File: src/rtl/hyperbus_pkg.sv
// Shared HyperBus types: CA word layout plus the responder's state enum and CR0 layout.
package hyperbus_pkg;

  typedef struct packed {
    logic        rw_n;           // 1 = read
    logic        address_space;  // 1 = register space
    logic        burst_type;     // 1 = linear, 0 = wrapped
    logic [28:0] addr_upper;
    logic [12:0] reserved;
    logic [2:0]  addr_lower;
  } hyper_phy_ca_t;

  typedef enum logic [2:0] {
    RESP_IDLE,
    RESP_RECV_CA,
    RESP_WAIT_LAT,
    RESP_READ,
    RESP_WRITE
  } hyper_resp_state_t;

  typedef struct packed {
    logic [7:0] id;
    logic [3:0] latency;  // 0 selects the default latency
    logic       add_lat;
    logic [2:0] rsvd;
  } hyper_resp_cr0_t;

  localparam int          CaWords     = 3;
  localparam logic [15:0] Cr0WordAddr = 16'h0800;

endpackage

File: src/rtl/hyperbus_resp_addr_gen.sv
// Burst word-address generator: loads the CA address, then steps linearly or
// wraps inside an aligned WrapWords-word window.
module hyperbus_resp_addr_gen #(
  parameter int AddrWidth = 16,
  parameter int WrapWords = 16
) (
  input  logic                 clk_i,
  input  logic                 rst_i,
  input  logic                 load_i,
  input  logic [AddrWidth-1:0] load_addr_i,
  input  logic                 linear_i,
  input  logic                 inc_i,
  output logic [AddrWidth-1:0] addr_o
);

  localparam int WrapBits = $clog2(WrapWords);

  logic [AddrWidth-1:0] addr_reg, addr_next, addr_plus1, addr_wrapped;
  logic                 linear_reg, linear_next;

  assign addr_plus1 = addr_reg + AddrWidth'(1);

  // Wrapped mode takes only the low bits from the incremented value.
  genvar gi;
  generate
    for (gi = 0; gi < AddrWidth; gi++) begin : g_wrap
      if (gi < WrapBits) begin : g_low
        assign addr_wrapped[gi] = addr_plus1[gi];
      end else begin : g_high
        assign addr_wrapped[gi] = addr_reg[gi];
      end
    end
  endgenerate

  always_comb begin
    addr_next   = addr_reg;
    linear_next = linear_reg;
    if (load_i) begin
      addr_next   = load_addr_i;
      linear_next = linear_i;
    end else if (inc_i) begin
      addr_next = linear_reg ? addr_plus1 : addr_wrapped;
    end
  end

  always_ff @(posedge clk_i) begin
    if (rst_i) begin
      addr_reg   <= '0;
      linear_reg <= 1'b0;
    end else begin
      addr_reg   <= addr_next;
      linear_reg <= linear_next;
    end
  end

  assign addr_o = addr_reg;

endmodule

File: src/rtl/hyperbus_phy_responder.sv
// HyperBus responder PHY (word level): CA capture, latency wait, SRAM-backed bursts.
// Define HYPERBUS_RESP_REGS_EN to implement CR0 in register space.
module hyperbus_phy_responder
  import hyperbus_pkg::*;
#(
  parameter int   AddrWidth  = 16,
  parameter int   WrapWords  = 16,
  parameter int   LatDefault = 6,
  parameter logic AddLat     = 1'b1
) (
  input  logic                 clk_i,
  input  logic                 rst_i,
  input  logic                 cs_ni,
  input  logic [15:0]          dq_i,
  input  logic [1:0]           rwds_i,
  output logic [15:0]          dq_o,
  output logic                 dq_oe_o,
  output logic                 rwds_o,
  output logic                 rwds_oe_o,
  output logic                 mem_req_o,
  output logic                 mem_we_o,
  output logic [AddrWidth-1:0] mem_addr_o,
  output logic [15:0]          mem_wdata_o,
  output logic [1:0]           mem_be_o,
  input  logic [15:0]          mem_rdata_i
);

  localparam logic [3:0] LatDefaultW = 4'(LatDefault);

  hyper_resp_state_t    state_reg, state_next;
  logic                 cs_prev_reg;
  logic [1:0]           ca_cnt_reg, ca_cnt_next;
  logic [31:0]          ca_shift_reg, ca_shift_next;
  logic [4:0]           lat_cnt_reg, lat_cnt_next;
  logic                 is_read_reg, is_read_next;
  logic                 is_reg_reg, is_reg_next;
  logic                 addr_load, addr_inc;
  logic [AddrWidth-1:0] addr_cur;
  hyper_phy_ca_t        ca;
  logic [31:0]          ca_addr_full;
  logic [AddrWidth-1:0] load_addr;
  logic [3:0]           eff_lat;
  logic                 eff_addlat;
  logic [4:0]           lat_total;
  logic [15:0]          reg_rdata;
  logic                 unused_bits;

  // The 3rd CA word is decoded straight off dq_i, not after it is shifted in.
  assign ca           = hyper_phy_ca_t'({ca_shift_reg, dq_i});
  assign ca_addr_full = {ca.addr_upper, ca.addr_lower};
  assign load_addr    = ca_addr_full[AddrWidth-1:0];
  assign lat_total    = eff_addlat ? {eff_lat, 1'b0} : {1'b0, eff_lat};
  assign unused_bits  = ^{ca.reserved, ca_addr_full};

`ifdef HYPERBUS_RESP_REGS_EN
  hyper_resp_cr0_t cr0_reg, cr0_next;
  logic            reg_hit_reg, reg_hit_next;
  logic            reg_done_reg, reg_done_next;

  assign eff_lat    = (cr0_reg.latency == 4'd0) ? LatDefaultW : cr0_reg.latency;
  assign eff_addlat = cr0_reg.add_lat;
  assign reg_rdata  = reg_hit_reg ? 16'(cr0_reg) : 16'h0000;

  always_ff @(posedge clk_i) begin
    if (rst_i) begin
      cr0_reg      <= hyper_resp_cr0_t'({8'h8F, LatDefaultW, AddLat, 3'b111});
      reg_hit_reg  <= 1'b0;
      reg_done_reg <= 1'b0;
    end else begin
      cr0_reg      <= cr0_next;
      reg_hit_reg  <= reg_hit_next;
      reg_done_reg <= reg_done_next;
    end
  end
`else
  assign eff_lat    = LatDefaultW;
  assign eff_addlat = AddLat;
  assign reg_rdata  = 16'h0000;
`endif

  always_comb begin
    state_next    = state_reg;
    ca_cnt_next   = ca_cnt_reg;
    ca_shift_next = ca_shift_reg;
    lat_cnt_next  = lat_cnt_reg;
    is_read_next  = is_read_reg;
    is_reg_next   = is_reg_reg;
    addr_load     = 1'b0;
    addr_inc      = 1'b0;
    dq_o          = 16'h0000;
    dq_oe_o       = 1'b0;
    rwds_o        = 1'b0;
    rwds_oe_o     = 1'b0;
    mem_req_o     = 1'b0;
    mem_we_o      = 1'b0;
    mem_wdata_o   = 16'h0000;
    mem_be_o      = 2'b00;
`ifdef HYPERBUS_RESP_REGS_EN
    cr0_next      = cr0_reg;
    reg_hit_next  = reg_hit_reg;
    reg_done_next = reg_done_reg;
`endif
    if (cs_ni) begin
      state_next  = RESP_IDLE;
      ca_cnt_next = 2'd0;
    end else begin
      case (state_reg)
        RESP_IDLE: begin
          if (cs_prev_reg) begin
            state_next  = RESP_RECV_CA;
            ca_cnt_next = 2'd0;
          end
        end
        RESP_RECV_CA: begin
          rwds_oe_o     = 1'b1;
          rwds_o        = eff_addlat;
          ca_shift_next = {ca_shift_reg[15:0], dq_i};
          ca_cnt_next   = ca_cnt_reg + 2'd1;
          if (ca_cnt_reg == 2'(CaWords - 1)) begin
            addr_load    = 1'b1;
            is_read_next = ca.rw_n;
            is_reg_next  = ca.address_space;
`ifdef HYPERBUS_RESP_REGS_EN
            reg_hit_next  = (load_addr == AddrWidth'(Cr0WordAddr));
            reg_done_next = 1'b0;
`endif
            if (!ca.rw_n && ca.address_space) begin
              state_next = RESP_WRITE;
            end else begin
              state_next   = RESP_WAIT_LAT;
              lat_cnt_next = lat_total - 5'd1;
            end
          end
        end
        RESP_WAIT_LAT: begin
          if (lat_cnt_reg == 5'd0) begin
            state_next = is_read_reg ? RESP_READ : RESP_WRITE;
            // Issue the first read one cycle early to cover the SRAM latency.
            if (is_read_reg && !is_reg_reg) begin
              mem_req_o = 1'b1;
              addr_inc  = 1'b1;
            end
          end else begin
            lat_cnt_next = lat_cnt_reg - 5'd1;
          end
        end
        RESP_READ: begin
          dq_oe_o   = 1'b1;
          rwds_oe_o = 1'b1;
          rwds_o    = 1'b1;
          dq_o      = is_reg_reg ? reg_rdata : mem_rdata_i;
          if (!is_reg_reg) begin
            mem_req_o = 1'b1;
            addr_inc  = 1'b1;
          end
        end
        RESP_WRITE: begin
          if (!is_reg_reg) begin
            mem_req_o   = 1'b1;
            mem_we_o    = 1'b1;
            mem_wdata_o = dq_i;
            mem_be_o    = ~rwds_i;
            addr_inc    = 1'b1;
          end
`ifdef HYPERBUS_RESP_REGS_EN
          else if (!reg_done_reg) begin
            reg_done_next = 1'b1;
            if (reg_hit_reg) cr0_next = hyper_resp_cr0_t'(dq_i);
          end
`endif
        end
        default: state_next = RESP_IDLE;
      endcase
    end
  end

  always_ff @(posedge clk_i) begin
    if (rst_i) begin
      state_reg    <= RESP_IDLE;
      cs_prev_reg  <= 1'b0;
      ca_cnt_reg   <= 2'd0;
      ca_shift_reg <= 32'h0;
      lat_cnt_reg  <= 5'd0;
      is_read_reg  <= 1'b0;
      is_reg_reg   <= 1'b0;
    end else begin
      state_reg    <= state_next;
      cs_prev_reg  <= cs_ni;
      ca_cnt_reg   <= ca_cnt_next;
      ca_shift_reg <= ca_shift_next;
      lat_cnt_reg  <= lat_cnt_next;
      is_read_reg  <= is_read_next;
      is_reg_reg   <= is_reg_next;
    end
  end

  hyperbus_resp_addr_gen #(
    .AddrWidth(AddrWidth),
    .WrapWords(WrapWords)
  ) u_addr_gen (
    .clk_i      (clk_i),
    .rst_i      (rst_i),
    .load_i     (addr_load),
    .load_addr_i(load_addr),
    .linear_i   (ca.burst_type),
    .inc_i      (addr_inc),
    .addr_o     (addr_cur)
  );

  assign mem_addr_o = mem_req_o ? addr_cur : '0;

endmodule

File: config.mk
export PLATFORM = sky130hd
export DESIGN_NAME = hyperbus_phy_responder
export DESIGN_NICKNAME = d
export VERILOG_FILES = /design/src/rtl/hyperbus_pkg.sv /design/src/rtl/hyperbus_resp_addr_gen.sv /design/src/rtl/hyperbus_phy_responder.sv
export SDC_FILE = /design/constraint.sdc
export NUM_CORES = 1
export LEC_CHECK = 0
export ABC_AREA = 1
export ABC_CLOCK_PERIOD_IN_PS = 2200
export CAP_MARGIN = 20
export CELL_PAD_IN_SITES_DETAIL_PLACEMENT = 0
export CELL_PAD_IN_SITES_GLOBAL_PLACEMENT = 1
export CORE_MARGIN = 2
export CORE_UTILIZATION = 32
export DETAILED_ROUTE_END_ITERATION = 8
export GPL_TIMING_DRIVEN = 1
export PLACE_DENSITY_LB_ADDON = 0.15
export SETUP_SLACK_MARGIN = 0.5
export SYNTH_ARGS = -nofsm -noshare
export SYNTH_HDL_FRONTEND = slang
export SYNTH_HIERARCHICAL = 1
export SYNTH_SLANG_ARGS = --single-unit
File: constraint.sdc
create_clock -name clk_i -period 2.2 [get_ports clk_i]
set_input_delay 0.44 -clock clk_i [delete_from_list [all_inputs] [get_ports clk_i]]
set_output_delay 0.44 -clock clk_i [all_outputs]
set_load 0.05 [all_outputs]
* Word-level counts from Yosys, hierarchy flattened
Cells that the tools add are included.
** Operators by class
- Add/subtract/negate cells :: 3
- Eq/ne operators :: 10
- Multiplexer cells :: 39
- Bitwise operators :: 3
- Reduce and logical (&&, ||, !) cells :: 19
** Operators by type and width (number)
- $mux W16 :: 10
- $add A16 B1 Y16 const B :: 1
- $mux W3 :: 5
- $mux W5 :: 3
- $mux W1 :: 13
- $pmux W3 S4 :: 1
- $ne A2 B2 Y1 const B :: 5
- $pmux W5 S2 :: 1
- $mux W2 :: 4
- $reduce_bool A2 Y1 :: 4
- $eq A3 B2 Y1 const B :: 2
- $reduce_and A2 Y1 :: 3
- $reduce_or A2 Y1 :: 3
- $logic_not A5 Y1 :: 1
- $reduce_and A5 Y1 :: 1
- $sub A5 B1 Y5 const B :: 1
- $pmux W2 S2 :: 1
- $reduce_and A4 Y1 :: 1
- $eq A3 B1 Y1 const B :: 1
- $eq A3 B3 Y1 const B :: 1
- $logic_not A3 Y1 :: 1
- $reduce_and A3 Y1 :: 1
- $add A2 B1 Y2 const B :: 1
- $eq A2 B2 Y1 const B :: 1
- other kinds (5) :: 8
** Storage, ports and cells
- Flip-flop bits (word level) :: 62
- Output and inout bits :: 55
- Word-level logic and storage cells :: 84

* Logic depth before layout (Yosys ltp)
Gate-level depths: netlist of the first run.
- Depth after elaboration :: 8
- Mapped depth :: 15
- Mapped depth without buffers :: 14

* By module
The synthesis of the first run kept the hierarchy.
** Modules (own cells, without submodules)
- hyperbus_phy_responder :: instances 1, cells each 302, area each 1924.3 um2, sequential area each 640.6 um2
- hyperbus_resp_addr_gen :: instances 1, cells each 192, area each 1171.1 um2, sequential area each 340.3 um2

* Worst setup path after synthesis of the first run
OpenSTA, ideal clock, no wires.
- Kind :: input to output
- From :: input port cs_ni
- To :: output port mem_be_o[0]
- Arrival :: 2.574 ns
- Data required time :: 1.760 ns
- Slack :: -0.814 ns
- Cell stages on the path :: 7
- Buffers on the path :: 2
- Cells stage by stage :: buf_2 > nor2_8 > inv_1 > nor2_1 > inv_2 > buf_2 > nor2_1
** Between the ends
- Cells in the longest elaborated chain, start to end :: 1
** Ends and longest elaborated chain
- start: declaration :: line hyperbus_phy_responder.sv:13 : input logic cs_ni,
- $mux W2 :: line hyperbus_phy_responder.sv:103 : if (cs_ni) begin
- end: declaration :: line hyperbus_phy_responder.sv:24 : output logic [1:0] mem_be_o,
No other way between the ends.

* Worst setup path after layout of the first run
- From :: register lat_cnt_reg[0]
- To :: output port mem_req_o
** Between the ends
- Cells in the longest elaborated chain, start to end :: 4
** Ends and longest elaborated chain
- start: declaration :: line hyperbus_phy_responder.sv:34 : logic [4:0] lat_cnt_reg, lat_cnt_next;
- start signal: assignment :: line hyperbus_phy_responder.sv:191 : lat_cnt_reg <= lat_cnt_next;
- $logic_not A5 Y1 :: line hyperbus_phy_responder.sv:136 : if (lat_cnt_reg == 5'd0) begin
- $mux W1 :: line hyperbus_phy_responder.sv:136
- $pmux W1 S2 :: line hyperbus_phy_responder.sv:107 : case (state_reg)
- $mux W1 :: line hyperbus_phy_responder.sv:103
- end: declaration :: line hyperbus_phy_responder.sv:20 : output logic mem_req_o,
No other way between the ends.

==> flow_metrics.py, run 1 <==
metrics = {
    "floorplanning": {
        "die_area_um2": 10500,
        "die_w_um": 102,
        "rows": 35,
        "start_util_pct": 33.2,
        "core-area_um2": 9330,
        "die_y_um": 102,
        "ios": 92,
    },
    "setup_path": {
        "worstSetupPathType": "register to output pin",
        "critPathLaunchType": "register",
        "cpMaxStageDelayCell": "dfxtp_2",
        "endpoint_kind": "output pin",
        "required_ps": 1760,
        "ff2ff_setup_slack_ps": 130,
        "cp_cell_sequence": "inv_4, ha_4, nand3_4, nor2_4, nand2_2, nand2_4, nand2_8, buf_6, clkinvlp_4, buf_6, buf_12",
        "path_depth": 11,
        "r2r_start": "lat_cnt_reg[1]$_SDFFE_PP0P_",
        "arrival_ps": 1730,
        "path_common_cell": "buf_6",
        "startpoint": "lat_cnt_reg[0]$_SDFFE_PP0P_",
        "critPathTopFamily": "buffers and inverters",
        "slowest_delay_ps": 340,
        "rr_worst_depth": 16,
        "reg2reg_to": "u_addr_gen/addr_o[10]$_SDFFE_PP0P_",
        "crit_end": "mem_req_o",
        "cp_max_fo": 7,
        "crit_buf_inv": 5,
    },
    "final_layout": {
        "area_growth_pct": 94.5,
        "layout-drive-gt1-share_pct": 40.2,
        "fin_area_um2": 6020,
        "n_antenna_cell": 0,
        "final_cell_mix": "nand2_1 (79), inv_1 (64), nor2_4 (62)",
        "final_cells": 759,
        "fin_nets": 669,
        "largest_reg_flops": 19,
        "final_common_cell": "nand2_1",
        "fillerInstances": 794,
    },
    "synth": {
        "synth_cells": 494,
        "ys.flop_type": "dfxtp_1",
        "synth_seq_area_share_pct": 31.7,
        "ys_warn_count": 6,
        "syn_area_um2": 3100,
        "yosysTopAreaCellShare_pct": 31.7,
        "synth_edf_count": 0,
        "synth-async-reset-ratio_pct": 0,
        "synth_top_cell_by_area": "dfxtp_1",
        "ys_types": 37,
        "synth_nets": 534,
        "syn_area_per_cell_um2": 6.27,
        "yosys_register_bits": 49,
        "synth.area.top_cells": "dfxtp_1 (32%), nor2_1 (13%), nand2_1 (12%), inv_1 (8.5%), a21oi_1 (5.8%)",
    },
    "routing": {
        "drt_iter0_drc": 132,
        "ant_nets": 0,
        "vias": 3513,
        "first_pass_iters": 4,
        "drc": 0,
        "wl_per_cell_um": 13.3,
        "wirelength_um": 10100,
        "via_per_inst": 4.63,
    },
    "global_routing": {
        "gr-total-overflow": 0,
        "grt_util_met3_pct": 4.24,
        "grt_util_met2_pct": 36.3,
        "grt_use_total_pct": 20.2,
        "top_usage_layer": "met2",
        "grt_pass1_vias": 3497,
        "grt_max_degree": 36,
        "grt_pass1_wl_um": 16800,
        "gr-usage-met1_pct": 24.9,
        "antenna_found_initial": 0,
    },
    "sta": {
        "fin_tns_setup_ps": 0,
        "min_period_ps": 2170,
        "worst_pin_slew_ps": 644,
        "final_hold_viol_count": 0,
        "max-slew-margin-rel_pct": 57.0,
        "min_period_over_period_pct": 98.7,
        "skew_ps": 5.56,
        "maxSlewViolCount": 0,
        "setup_viol": 0,
        "timing.fmax_ghz": 0.461,
        "hold_slack_ps": 490,
        "rsz0062_at_grt": "true",
    },
    "place": {
        "dp_hpwl_um": 6800,
        "port_buffers": 91,
        "placed_cells": 714,
        "dpl_cell_area_um2": 5030,
        "gp_congestion": 0.808,
    },
    "power_and_ir_drop": {
        "p_leak_nw": 2.37,
        "powerDensity_nw_per_um2": 377,
        "ir_drop_uv": 256,
        "total_power_mw": 2.27,
    },
    "outcome": {
        "status": "complete, no violations",
    },
    "clocking": {
        "clockBufferDepth": 2,
        "cts_tree": "done",
        "cts.sinks": 49,
        "cts_root_buf": "clkbuf_8",
        "cts-buffers-inserted": 5,
        "htree_levels": 2,
        "clk_pin_slew_worst_paths_ps": 90,
        "clk_latency_ps": 300,
    },
    "run": {
        "maxCapViolCount": 0,
    },
    "min_path": {
        "hold_path.class": "register to register",
    },
}
## cells by family after synthesis
group                      count (synthesis)  share of synthesized area (%)
DFF                                       49                           31.7
xor gates and xnor gates                   3                          0.849
and+or+nand+nor                          263                           38.7
AOI/OAI and AO/OA                         81                           14.8
adders and majority gates                  3                           1.21
buffers and inverters                     95                           12.7
## through the flow
stage          utilization, %  setup slack, ps
2_1_floorplan               -             80.0
3_3_place_gp             53.9            -51.5
3_5_place_dp             53.9            -81.0
4_1_cts                  62.5             25.5
5_1_grt                  64.5            -58.6
6_report                 64.5             28.9
## worst reg2reg max path, delay by kind of cell (launching register included)
kind	cells	cell delay [ps]
buffers and inverters	6	650
and+or+nand+nor	6	460
DFF	1	350
AOI/OAI and AO/OA	3	330
adders and majority gates	1	160
## metal layers
metal | part of all wire [%] | routed length, um | up-vias
li1 | - | - | 1797
met1 | 43 | 4380 | 1608
met2 | 50 | 4990 | 100
met3 | 6.2 | 621 | 8
met4 | 0.84 | 85 | 0
met5 | 0 | 0 | -
## area by class of cell
cell class,count,area (um2),share of cell area (%)
multi-input combinational,350,2320,38.5
timing repair buffer,144,2130,35.4
tap,129,161,2.68
sequential,49,998,16.6
inverter,79,328,5.44
clock buffer,8,80.1,1.33
## worst min path at each step
| stage | startpoint | endpoint | slack [ps] | cells after the start |
|---|---|---|---|---|
| floorplan | ca_shift_reg[13]$_SDFFE_PP0P_ | ca_shift_reg[29]$_SDFFE_PP0P_ | 450 | 2 |
| global placement | ca_cnt_reg[1]$_SDFFE_PP0P_ | ca_cnt_reg[1]$_SDFFE_PP0P_ | 460 | 2 |
| detailed placement | ca_shift_reg[13]$_SDFFE_PP0P_ | ca_shift_reg[29]$_SDFFE_PP0P_ | 470 | 2 |
| CTS | ca_shift_reg[13]$_SDFFE_PP0P_ | ca_shift_reg[29]$_SDFFE_PP0P_ | 490 | 2 |
| global route | ca_cnt_reg[1]$_SDFFE_PP0P_ | ca_cnt_reg[1]$_SDFFE_PP0P_ | 520 | 2 |
| finish | ca_shift_reg[13]$_SDFFE_PP0P_ | ca_shift_reg[29]$_SDFFE_PP0P_ | 490 | 2 |
## cells in the mapped netlist (2+ instances only)
master	instances
nor2_1	107
nand2_1	99
inv_1	70
dfxtp_1	49
a21oi_1	36
o21ai_0	32
nand3_1	20
nor2_2	12
inv_2	9
nor2_4	8
buf_2	6
clkbuf_1	4
nand2_2	4
a21oi_2	3
buf_4	3
ha_1	3
nand4_1	3
a211oi_2	2
nand2_4	2
nand3_2	2
nand3_4	2
o211ai_1	2
xnor2_1	2
## what timing repair did
| item | in CTS | in global routing |
|---|---|---|
| hold endpoints to repair | 0 | 0 |
| gates cloned | 6 | 0 |
| pin swaps | 27 | 29 |
| hold buffers | 0 | 0 |
| buffers inserted | 23 | 8 |
| endpoints found under the setup margin | 74 | 72 |
| resized for setup | 107 | 36 |
## where the power goes
group | switching, mW | internal, mW | leakage (nW)
Sequential | 0.0375 | 0.929 | 0.400
Combinational | 0.413 | 0.372 | 1.93
Clock | 0.291 | 0.227 | 0.0395
Total | 0.741 | 1.53 | 2.37
(Power assumes the default switching activity.)
==> run 2, diff against run 1 <==
- CORE_UTILIZATION: 32 -> 43
- DONT_BUFFER_PORTS: unset -> 1
==> flow_metrics.py, run 2 (synthesis gave the netlist of run 1 again) <==
metrics = {
    "sta": {
        "hold_slack_ps": 171,
        "worst_pin_slew_ps": 618,
        "max-slew-margin-rel_pct": 58.7,
        "min_period_over_period_pct": 101,
        "min_period_ps": 2210,
        "fin_tns_setup_ps": -14.6,
        "layout_setup_ws_ps": -11.3,
        "skew_ps": 23.8,
        "rsz0062_at_grt": "true",
        "timing.fmax_ghz": 0.452,
        "setup_viol": 2,
        "final_hold_viol_count": 0,
        "maxSlewViolCount": 0,
    },
    "outcome": {
        "violations": "negative setup slack",
        "status": "finished with violations",
    },
    "min_path": {
        "hold_path.class": "input pin to register",
    },
    "global_routing": {
        "antenna_found_initial": 0,
        "grt_use_total_pct": 22.2,
        "gr-total-overflow": 0,
        "grt_pass1_vias": 2915,
        "grt_pass1_wl_um": 13600,
        "grt_max_degree": 36,
    },
    "routing": {
        "drt_iter0_drc": 91,
        "ant_nets": 0,
        "vias": 3277,
        "wirelength_um": 9530,
        "drc": 0,
        "wl_per_cell_um": 14.7,
        "first_pass_iters": 5,
        "via_per_inst": 5.06,
    },
    "clocking": {
        "clockBufferDepth": 2,
        "cts_tree": "done",
        "clk_latency_ps": 320,
        "htree_levels": 2,
        "clk_pin_slew_worst_paths_ps": 110,
        "cts-buffers-inserted": 5,
        "holdBufCountCts": 0,
        "cts.sinks": 49,
        "cts_root_buf": "clkbuf_8",
    },
    "place": {
        "dp_hpwl_um": 5830,
        "dpl_cell_area_um2": 3810,
        "gp_congestion": 0.880,
        "port_buffers": 0,
    },
    "setup_path": {
        "cpMaxStageDelayCell": "dfxtp_4",
        "slowest_delay_ps": 410,
        "critPathLaunchType": "register",
        "cp_max_fo": 8,
        "required_ps": 1760,
        "cp_cell_sequence": "inv_4, nand3_4, nor2_4, nand2_2, nand2_2, nand2_4, buf_12, nor2_4",
        "worstSetupPathType": "register to output pin",
        "endpoint_kind": "output pin",
        "arrival_ps": 1770,
        "crit_buf_inv": 2,
        "critPathTopFamily": "simple AND/OR/NAND/NOR gates",
    },
    "floorplanning": {
        "rows": 30,
        "start_util_pct": 45.1,
        "core-area_um2": 6870,
        "die_y_um": 88.8,
        "die_w_um": 88.8,
        "die_area_um2": 7890,
        "ios": 92,
    },
    "final_layout": {
        "final_common_cell": "nand2_1",
        "fin_area_um2": 4980,
        "fin_nets": 590,
        "area_growth_pct": 60.9,
        "largest_reg_flops": 19,
        "layout-drive-gt1-share_pct": 41.0,
        "n_antenna_cell": 0,
        "final_cell_mix": "nand2_1 (72), nor2_4 (66), inv_1 (64)",
    },
    "run": {
        "maxCapViolCount": 0,
    },
    "power_and_ir_drop": {
        "powerDensity_nw_per_um2": 457,
        "p_leak_nw": 1.96,
        "ir_drop_uv": 320,
    },
}
==> run 2: final timing paths <==
kind / startpoint / to / slack [ps] / depth (start not counted)
setup / recovery: state_reg[2]$_SDFFE_PP0P_ / mem_addr_o[15] / -10 / 8
hold / removal: rst_i / lat_cnt_reg[2]$_SDFFE_PP0P_ / 170 / 1
setup reg to reg: state_reg[0]$_SDFFE_PP0P_ / u_addr_gen/addr_o[10]$_SDFFE_PP0P_ / 340 / 14
hold reg to reg: ca_shift_reg[30]$_SDFFE_PP0P_ / is_reg_reg$_SDFFE_PP0P_ / 500 / 2
==> run 2: power by group <==
group / internal [mW] / switching, mW
logic: 0.244 / 0.375
clock network: 0.342 / 0.345
registers: 0.930 / 0.0423
total: 1.52 / 0.762
==> run 2: through the flow <==
stage	setup slack (ps)	power (mW)	util, %	instances
floorplan	80.0	1.35	-	494
global placement	278	1.41	55.5	606
detailed placement	239	1.42	55.5	606
CTS	9.74	2.20	63.9	633
global route	-73.9	2.37	72.5	647
finish	-11.3	2.28	72.5	647
==> run 2: layer usage <==
| layer | track usage, % | vias up | wire, um |
|---|---|---|---|
| met5 | 0 | - | 0 |
| met4 | 7.02 | 0 | 87 |
| met3 | 3.92 | 9 | 655 |
| met2 | 36.8 | 124 | 4740 |
| met1 | 29.4 | 1496 | 4040 |
| li1 | - | 1648 | - |
==> run 2: timing repair <==
item,CTS,global route
gates resized for setup,75,116
setup endpoints to repair,69,71
gates cloned,3,3
buffers inserted,16,11
pin swaps,21,46
==> run 2: final cells by class <==
type | instances | area, um2
Multi-Input combinational cell | 350 | 2400
Clock inverter | 3 | 43.8
Tap cell | 96 | 120
Fill cell | 546 | 1890
Sequential cell | 49 | 1000
Clock buffer | 5 | 68.8
Timing Repair Buffer | 63 | 940
Timing Repair inverter | 2 | 36.3
Inverter | 79 | 372
==> run 2: worst register-to-register path, stage by stage, from the launching register on <==
cell,delay [ps]
dfxtp_4,380
inv_8,90
nor2_4,50
nand2_4,100
nand2_2,60
inv_2,70
nand2_2,60
nand2_4,120
clkinvlp_4,150
a21oi_4,190
buf_12,140
buf_12,130
a21oi_2,40
o21ai_1,130
nor2_1,50
